$ cat src/rtl/sdram_burst_fifo_if.sv
`default_nettype none
// ============================================================================
// Module      : sdram_burst_fifo_if
// Description : Data/handshake/status bundle for sdram_burst_fifo.
//               Error flags are present only with SDRAM_FIFO_ERRFLAG_EN.
// Revision    : 1.0 - initial release
// ============================================================================
interface sdram_burst_fifo_if #(
    parameter int WIDTH  = 16,
    parameter int ADDR_W = 6
) ();
    logic [WIDTH-1:0]  data;
    logic              wrreq;
    logic              rdreq;
    logic [WIDTH-1:0]  q;
    logic [ADDR_W:0]   usedw;
    logic              empty;
    logic              full;
    logic              almost_full;
    logic              almost_empty;
    logic              burst_rdy;
`ifdef SDRAM_FIFO_ERRFLAG_EN
    logic              ovf_err;
    logic              udf_err;

    modport master (
        output data, wrreq, rdreq,
        input  q, usedw, empty, full, almost_full, almost_empty, burst_rdy,
        input  ovf_err, udf_err
    );
    modport slave (
        input  data, wrreq, rdreq,
        output q, usedw, empty, full, almost_full, almost_empty, burst_rdy,
        output ovf_err, udf_err
    );
`else
    modport master (
        output data, wrreq, rdreq,
        input  q, usedw, empty, full, almost_full, almost_empty, burst_rdy
    );
    modport slave (
        input  data, wrreq, rdreq,
        output q, usedw, empty, full, almost_full, almost_empty, burst_rdy
    );
`endif
endinterface
`default_nettype wire

$ cat src/rtl/sdram_burst_fifo.sv
`default_nettype none
// ============================================================================
// Module      : sdram_burst_fifo
// Description : Single-clock block-RAM FIFO with registered level flags and
//               normal/showahead read; SDRAM_FIFO_ERRFLAG_EN adds sticky
//               overflow/underflow flags.
// Revision    : 1.0 - initial release
// ============================================================================
module sdram_burst_fifo #(
    parameter int WIDTH     = 16,
    parameter int DEPTH     = 64,
    parameter int ADDR_W    = 6,
    parameter int SHOWAHEAD = 0,
    parameter int BURST_LEN = 8,
    parameter int AF_LEVEL  = 56,
    parameter int AE_LEVEL  = 8
) (
    input  wire logic          clock,
    input  wire logic          aclr_n,
    input  wire logic          sclr,
    sdram_burst_fifo_if.slave  bus
);
    localparam logic [ADDR_W:0]   c_depth = (ADDR_W+1)'(DEPTH);
    localparam logic [ADDR_W:0]   c_af    = (ADDR_W+1)'(AF_LEVEL);
    localparam logic [ADDR_W:0]   c_ae    = (ADDR_W+1)'(AE_LEVEL);
    localparam logic [ADDR_W:0]   c_burst = (ADDR_W+1)'(BURST_LEN);
    localparam logic [ADDR_W:0]   c_one   = (ADDR_W+1)'(1);
    localparam logic [ADDR_W-1:0] c_pinc  = ADDR_W'(1);

    logic [WIDTH-1:0]  r_mem [DEPTH];
    logic [ADDR_W-1:0] r_wr_ptr;
    logic [ADDR_W-1:0] r_rd_ptr;
    logic [ADDR_W-1:0] w_rd_ptr_nxt;
    logic [ADDR_W:0]   r_usedw;
    logic [ADDR_W:0]   w_usedw_nxt;
    logic              r_empty, r_full, r_af, r_ae, r_burst;
    logic              w_empty_nxt;
    logic              w_wr_acc, w_rd_acc;
    logic [WIDTH-1:0]  r_q;

    always_comb begin
        w_rd_acc     = bus.rdreq && !r_empty && !sclr;
        w_wr_acc     = bus.wrreq && (!r_full || w_rd_acc) && !sclr;
        w_rd_ptr_nxt = r_rd_ptr + ADDR_W'(w_rd_acc);
        w_usedw_nxt  = r_usedw;
        if (w_wr_acc && !w_rd_acc)
            w_usedw_nxt = r_usedw + c_one;
        else if (!w_wr_acc && w_rd_acc)
            w_usedw_nxt = r_usedw - c_one;
        // The word written on this edge is not readable until the next one.
        w_empty_nxt  = (w_usedw_nxt == (ADDR_W+1)'(w_wr_acc));
    end

    always_ff @(posedge clock or negedge aclr_n) begin
        if (!aclr_n) begin
            r_wr_ptr <= '0;
            r_rd_ptr <= '0;
            r_usedw  <= '0;
            r_empty  <= 1'b1;
            r_full   <= 1'b0;
            r_af     <= 1'b0;
            r_ae     <= 1'b1;
            r_burst  <= 1'b0;
        end else if (sclr) begin
            r_wr_ptr <= '0;
            r_rd_ptr <= '0;
            r_usedw  <= '0;
            r_empty  <= 1'b1;
            r_full   <= 1'b0;
            r_af     <= 1'b0;
            r_ae     <= 1'b1;
            r_burst  <= 1'b0;
        end else begin
            if (w_wr_acc)
                r_wr_ptr <= r_wr_ptr + c_pinc;
            r_rd_ptr <= w_rd_ptr_nxt;
            r_usedw  <= w_usedw_nxt;
            r_empty  <= w_empty_nxt;
            r_full   <= (w_usedw_nxt == c_depth);
            r_af     <= (w_usedw_nxt >= c_af);
            r_ae     <= (w_usedw_nxt <= c_ae);
            r_burst  <= (w_usedw_nxt >= c_burst);
        end
    end

    always_ff @(posedge clock) begin
        if (w_wr_acc)
            r_mem[r_wr_ptr] <= bus.data;
    end

    generate
        if (SHOWAHEAD != 0) begin : g_showahead
            // Prefetch the upcoming head so q tracks it with no bubble.
            always_ff @(posedge clock or negedge aclr_n) begin
                if (!aclr_n)
                    r_q <= '0;
                else if (!sclr && !w_empty_nxt)
                    r_q <= r_mem[w_rd_ptr_nxt];
            end
        end else begin : g_normal
            always_ff @(posedge clock or negedge aclr_n) begin
                if (!aclr_n)
                    r_q <= '0;
                else if (w_rd_acc)
                    r_q <= r_mem[r_rd_ptr];
            end
        end
    endgenerate

`ifdef SDRAM_FIFO_ERRFLAG_EN
    logic r_ovf, r_udf;

    always_ff @(posedge clock or negedge aclr_n) begin
        if (!aclr_n) begin
            r_ovf <= 1'b0;
            r_udf <= 1'b0;
        end else if (sclr) begin
            r_ovf <= 1'b0;
            r_udf <= 1'b0;
        end else begin
            if (bus.wrreq && r_full && !w_rd_acc)
                r_ovf <= 1'b1;
            if (bus.rdreq && r_empty)
                r_udf <= 1'b1;
        end
    end

    assign bus.ovf_err = r_ovf;
    assign bus.udf_err = r_udf;
`endif

    assign bus.q            = r_q;
    assign bus.usedw        = r_usedw;
    assign bus.empty        = r_empty;
    assign bus.full         = r_full;
    assign bus.almost_full  = r_af;
    assign bus.almost_empty = r_ae;
    assign bus.burst_rdy    = r_burst;
endmodule
`default_nettype wire
$ cat src/flat_wrapper.sv
// flat-port wrapper written by rule: the top's interface ports become plain ports
module sdram_burst_fifo_flat 
#(
    parameter int WIDTH     = 16,
    parameter int DEPTH     = 64,
    parameter int ADDR_W    = 6,
    parameter int SHOWAHEAD = 0,
    parameter int BURST_LEN = 8,
    parameter int AF_LEVEL  = 56,
    parameter int AE_LEVEL  = 8
)
  (clock, aclr_n, sclr, bus_data, bus_wrreq, bus_rdreq, bus_q, bus_usedw, bus_empty, bus_full, bus_almost_full, bus_almost_empty, bus_burst_rdy);
  sdram_burst_fifo_if #(.WIDTH(WIDTH), .ADDR_W(ADDR_W)) bus_i ();
  input  wire logic clock;
  input  wire logic aclr_n;
  input  wire logic sclr;
  input wire logic [$bits(bus_i.data)-1:0] bus_data;
  input wire logic [$bits(bus_i.wrreq)-1:0] bus_wrreq;
  input wire logic [$bits(bus_i.rdreq)-1:0] bus_rdreq;
  output wire logic [$bits(bus_i.q)-1:0] bus_q;
  output wire logic [$bits(bus_i.usedw)-1:0] bus_usedw;
  output wire logic [$bits(bus_i.empty)-1:0] bus_empty;
  output wire logic [$bits(bus_i.full)-1:0] bus_full;
  output wire logic [$bits(bus_i.almost_full)-1:0] bus_almost_full;
  output wire logic [$bits(bus_i.almost_empty)-1:0] bus_almost_empty;
  output wire logic [$bits(bus_i.burst_rdy)-1:0] bus_burst_rdy;
  assign bus_i.data = bus_data;
  assign bus_i.wrreq = bus_wrreq;
  assign bus_i.rdreq = bus_rdreq;
  assign bus_q = bus_i.q;
  assign bus_usedw = bus_i.usedw;
  assign bus_empty = bus_i.empty;
  assign bus_full = bus_i.full;
  assign bus_almost_full = bus_i.almost_full;
  assign bus_almost_empty = bus_i.almost_empty;
  assign bus_burst_rdy = bus_i.burst_rdy;
  sdram_burst_fifo #(.WIDTH(WIDTH), .DEPTH(DEPTH), .ADDR_W(ADDR_W), .SHOWAHEAD(SHOWAHEAD), .BURST_LEN(BURST_LEN), .AF_LEVEL(AF_LEVEL), .AE_LEVEL(AE_LEVEL)) u_core (.clock(clock), .aclr_n(aclr_n), .sclr(sclr), .bus(bus_i));
endmodule
$ cat config.mk
export PLATFORM = sky130hd
export DESIGN_NAME = sdram_burst_fifo_flat
export DESIGN_NICKNAME = d
export VERILOG_FILES = /design/src/rtl/sdram_burst_fifo_if.sv /design/src/rtl/sdram_burst_fifo.sv /design/src/flat_wrapper.sv
export SDC_FILE = /design/constraint.sdc
export NUM_CORES = 1
export LEC_CHECK = 0
export CAP_MARGIN = 10
export CORE_MARGIN = 2
export CORE_UTILIZATION = 55
export CTS_BUF_LIST = sky130_fd_sc_hd__clkbuf_8
export DETAILED_ROUTE_END_ITERATION = 10
export MAX_ROUTING_LAYER = met4
export PLACE_DENSITY_LB_ADDON = 0.08
export SYNTH_ARGS = -nofsm -noshare
export SYNTH_HDL_FRONTEND = slang
export SYNTH_SLANG_ARGS = --single-unit
$ cat constraint.sdc
create_clock -name clock -period 10.95 [get_ports clock]
set_input_delay 2.19 -clock clock [delete_from_list [all_inputs] [get_ports clock]]
set_output_delay 2.19 -clock clock [all_outputs]
set_load 0.01 [all_outputs]
# After elaboration in Yosys (flattened, before gate mapping)
# Memories as Yosys holds them, arrays and structs flattened. A register that Yosys moved wholly into a read port is not among the register bits.
# Cells that the tools add are included.
# classes
add_sub_neg	4
n_lt_le_gt_ge	3
eq_ne	2
n_mux	13
n_reduce_logical	14
# op_table
operator	n
two-way mux 7 bit	3
two-way mux 6 bit	3
adder 7 x 1 -> 7 bit, second input constant	1
== test 7 x 1 -> 1 bit	1
== test 7 bit, second input constant	1
>= comparator 7 x 4 -> 1 bit, second input constant	1
>= comparator 7 x 6 -> 1 bit, second input constant	1
less-or-equal comparator 7 x 4 -> 1 bit, second input constant	1
two-way mux 1 bit	7
subtractor 7 x 1 -> 7 bit, second input constant	1
adder 6 x 1 -> 6 bit	1
adder 6 x 1 -> 6 bit, second input constant	1
logical AND 1 bit	6
logical NOT 1 bit	6
nonzero test 2 bit	1
logical OR 1 bit	1
# word_totals
register_bits	24
ramBits	1024
in_bits	21
out_inout_bits	28
elab_cells	45
memories	1
# memory_table
memory	depth	width	read_ports	rd_ports_with_merged_regs	write_ports	line_no	rtl
u_core.r_mem	64	16	1	1	1	sdram_burst_fifo.sv:30	logic [WIDTH-1:0] r_mem [DEPTH];

# Logic depth before layout (Yosys ltp)
# logic_depth
depth_word	12
mapped_depth	9
mapped_depth_nobuf	8

# Worst setup path after synthesis
# Ideal clock, no wire load.
# synth_path
path_type	input port to flip-flop
start	input port sclr
end	memory u_core.r_mem[48][0], enable pin
setup_ns	0.431
arrival_time_ns	4.972
required_ns	10.519
setup_slack_ns	5.548
stages	7
path_buffers	1
path_cell_list	or3b_1 > buf_2 > nand2_1 > nand2_1 > nor2_1 > nand4b_1 > nor4_1
# synth_via
elab_chain_cells	7
# synth_rtl
element	line_no	rtl
from (decl)	flat_wrapper.sv:16	input wire logic sclr;
logical NOT 1 bit (*)	sdram_burst_fifo.sv:42, sdram_burst_fifo.sv:43	
logical AND 1 bit	sdram_burst_fifo.sv:42	w_rd_acc = bus.rdreq && !r_empty && !sclr;
logical OR 1 bit	sdram_burst_fifo.sv:43	w_wr_acc = bus.wrreq && (!r_full || w_rd_acc) && !sclr;
logical AND 1 bit	sdram_burst_fifo.sv:43	
logical AND 1 bit (*)	sdram_burst_fifo.sv:43	
two-way mux 1 bit (*)	sdram_burst_fifo.sv:87	if (w_wr_acc)
two-way mux 1 bit (not written as such) (*)	sdram_burst_fifo.sv:88	r_mem[r_wr_ptr] <= bus.data;
to (decl)	sdram_burst_fifo.sv:30	
# Every way passes the cells marked *; elsewhere a longest branch is shown, timed or not.

# Worst setup path after layout
# layout_path
start	input port sclr
end	memory u_core.r_mem[63][0], enable pin
# The elaborated chain is that of the path after synthesis.

==> metrics.md <==
| Metric | Value |
|---|---|
| Chip height | `278.0 microns` |
| Nets | `2105` |
| Sink count of the clock tree | `1064` |
| Worst-path cell chain | `clkdlybuf4s50_1 -> buf_4 -> or3b_1 -> nand2_1 -> and2_1 -> nand4_2 -> or2_1 -> nor2_2` |
| Pre-CTS setup slack | `4945 ps` |
| CORE AREA | `74320 sq um` |
| Worst path required time | `11370 ps` |
| Initial DRC Count | `2014` |
| Grt total ovfl | `0` |
| Final hold violations | `0` |
| WL per Instance | `28.95 microns` |
| Reg clk slew, reported paths | `60 ps` |
| Count leader, synth | `edfxtp_1` |
| Final Util | `0.6214` |
| Gpl congestion | `0.8466` |
| Pins Over Slew Limit | `0` |
| Final total power | `8.289 mW` |
| Ys Warns | `0` |
| Final wirelength | `92370 microns` |
| Sequential share of the synthesized area | `0.7692` |
| Antenna viol nets, final | `0` |
| Worst Tran Pin Value | `1023 ps` |
| Multi-input logic area | `8945 sq um` |
| Asr flop ratio synth | `0.03759` |
| Fillcell total | `5193` |
| Die span in x | `278.0 microns` |
| Element type at the critical path end | `flip-flop` |
| CTS resizes | `0` |
| Critical Path Start Type | `input port` |
| Hold buffer count at cts | `0` |
| Critical path's top delay family | `simple AND/OR/NAND/NOR gates` |
| Critical path buffers and inverters | `2` |
| Leakage | `14.32 nW` |
| Post-route clock skew | `30.35 ps` |
| Total number of vias | `19540` |
| VDD IR max | `147.9 uV` |
| Starting Density | `0.5554` |
| Setup bufs post-CTS | `0` |
| Highest clock rate | `192.2 MHz` |
| Max_cap viols | `0` |
| GRT Total Usage | `0.2523` |
| Primary FF master, synth | `edfxtp_1` |
| First-pass GRT wire length | `135100 microns` |
| Port buffer count | `48` |
| Ports | `49` |
| Initial antenna violation count | `2` |
| Mapped Avg Cell Area | `21.85 sq um` |
| Pwr/cell area | `179.5 nW/um^2` |
| Net Count, Synth | `1915` |
| Synth area leader | `edfxtp_1` |
| Root buffer cell | `clkbuf_8` |
| Critical path class | `in -> reg` |
| RSZ-0062 raised after global routing | `no` |
| Later-pin clock latency in the skew report | `820 ps` |
| TritonCTS clock tree | `built` |
| CTS max path bufs | `3` |
| Vias per cell | `6.125` |
| Post-synth EDFFs | `1024` |
| Hold Crit Class | `reg -> reg` |
| Sequential cell area | `31770 sq um` |
| Setup slack after layout | `5748 ps` |
| Seq cells post-synth | `1064` |
| Fraction of layout instances using a drive strength above 1 | `0.2730` |
| # H-tree levels | `4` |
| Crit-path max cell delay | `810 ps` |
| Synth top area share | `0.7449` |
| Clock buffer count from CTS | `166` |
| Std-Cell Rows | `100` |
| Distinct cells, synth | `51` |
| Largest net degree at the start of global routing | `129` |
| Outcome | `complete, no violations` |
| Commonest cells in the netlist | `edfxtp_1 (1024), mux4_2 (272), nor2_1 (102)` |
| Area contributors post-synth | `edfxtp_1 (74%), mux4_2 (15%), dfrtp_1 (2.3%)` |
| Area of the die | `77260 sq um` |
| Residual DRC | `0` |
| Worst Path Max Fanout | `34` |
| Final min period | `5202 ps` |
| Setup violations, final | `0` |
| Fin Setup TNS | `0 ps` |
| DRT Pass-1 Iters | `5` |
| Slew headroom | `0.3172` |
| Mapped Cells | `1889` |
| Area Growth Syn to Fin | `11.87%` |
| Cell area after synthesis | `41280 sq um` |
| Fin crit share | `0.4750` |
| HPWL Detailed | `52350 microns` |
| Crit-path slowest cell | `nor2_2` |
| Via count of the first global-routing pass | `19930` |
| Arrival @ worst endpoint | `5620 ps` |
-- registers in the layout, summed over array words and instances (netlist names), 6 cells and up --
register          cells
u_core.r_mem       1024
u_core.bus.q         16
u_core.r_rd_ptr       6
u_core.bus.usedw      7
u_core.r_wr_ptr       6
-- worst min-delay path: cells and delay by family (launching register included) --
family / cells / cell delay [ps]
flops: 1 / 380
simple gates: 1 / 80
compound gates: 1 / 80
-- power breakdown --
group | internal [mW] | switching (mW) | total, mW | leakage [nW]
registers | 4.51 | 0.0565 | 4.56 | 9.72
clock network | 1.59 | 1.54 | 3.13 | 1.83
logic | 0.270 | 0.328 | 0.598 | 2.76
total | 6.37 | 1.92 | 8.29 | 14.3
-- cell families after synthesis --
group                    after synthesis  share of synthesized area
flip-flops                          1064                     0.7692
buffers and inverters                123                    0.01488
AO/OA/AOI/OAI                        133                    0.02228
AND/OR/NAND/NOR                      210                    0.02431
adder cells (fa/ha/maj)                5                   0.001515
XOR/XNOR                              16                   0.003395
multiplexers                         338                     0.1644
-- final timing paths --
| check | from | end | slack, ps | cells after the start |
|---|---|---|---|---|
| hold reg to reg | u_core.bus.q[12] | u_core.bus.q[12] | 590 | 2 |
| setup / recovery | sclr | u_core.r_mem[63][0] | 5750 | 8 |
| setup reg to reg | u_core.r_rd_ptr[0] | u_core.bus.q[15] | 6820 | 6 |
| max in group asynchronous | aclr_n | u_core.r_rd_ptr[2] | 9020 | 2 |
| hold / removal | u_core.bus.q[12] | u_core.bus.q[12] | 590 | 2 |
| min in group asynchronous | aclr_n | u_core.bus.usedw[1] | 1440 | 2 |
-- area by class of cell --
| type | instances | area share |
|---|---|---|
| Clock inverter | 138 | 0.01704 |
| Clock buffer | 171 | 0.05096 |
| Inverter | 7 | 0.0005690 |
| Sequential cell | 1064 | 0.6879 |
| Multi-Input combinational cell | 702 | 0.1937 |
| Tap cell | 969 | 0.02625 |
| Timing Repair Buffer | 138 | 0.02346 |
| Antenna cell | 2 | 0.0001084 |
-- metrics by stage --
stage | instances | hold WS (ps) | area (sq um)
after floorplan | 1889 | 567.7 | 41280
after global placement | 2880 | 574.1 | 43040
after detailed placement | 2880 | 577.0 | 43040
after CTS | 3189 | 585.0 | 46180
after global routing | 3190 | 599.9 | 46180
final | 3191 | 585.1 | 46180
-- metal layers --
metal  vias up  GRT usage  share of wire
li1       8336          -              -
met3       138    0.04819          0.061
met2       680     0.3907           0.49
met5         -          -              0
met1     10390     0.3487           0.42
met4         0    0.07277          0.023
-- cell usage in the layout, fill, tap and decap left out, drive strengths merged, types with 4 or more instances in the layout --
cell type and instances:
nand3 13, o221ai 16, buf 107, nor4 4, nand3b 5, or3b 4
or3 9, clkdlybuf4s50 31, a211oi 48, nor2 102, clkbuf 171, a21oi 21
xor2 6, nor2b 21, o21ai 5, mux2i 65, xnor2 10, a31oi 17
o22ai 16, clkinv 62, mux4 272, edfxtp 1024, dfrtp 38, nand4 4
ha 5, inv 78, nand2 33, bufinv 5
Power figures use the tool's default switching activity.
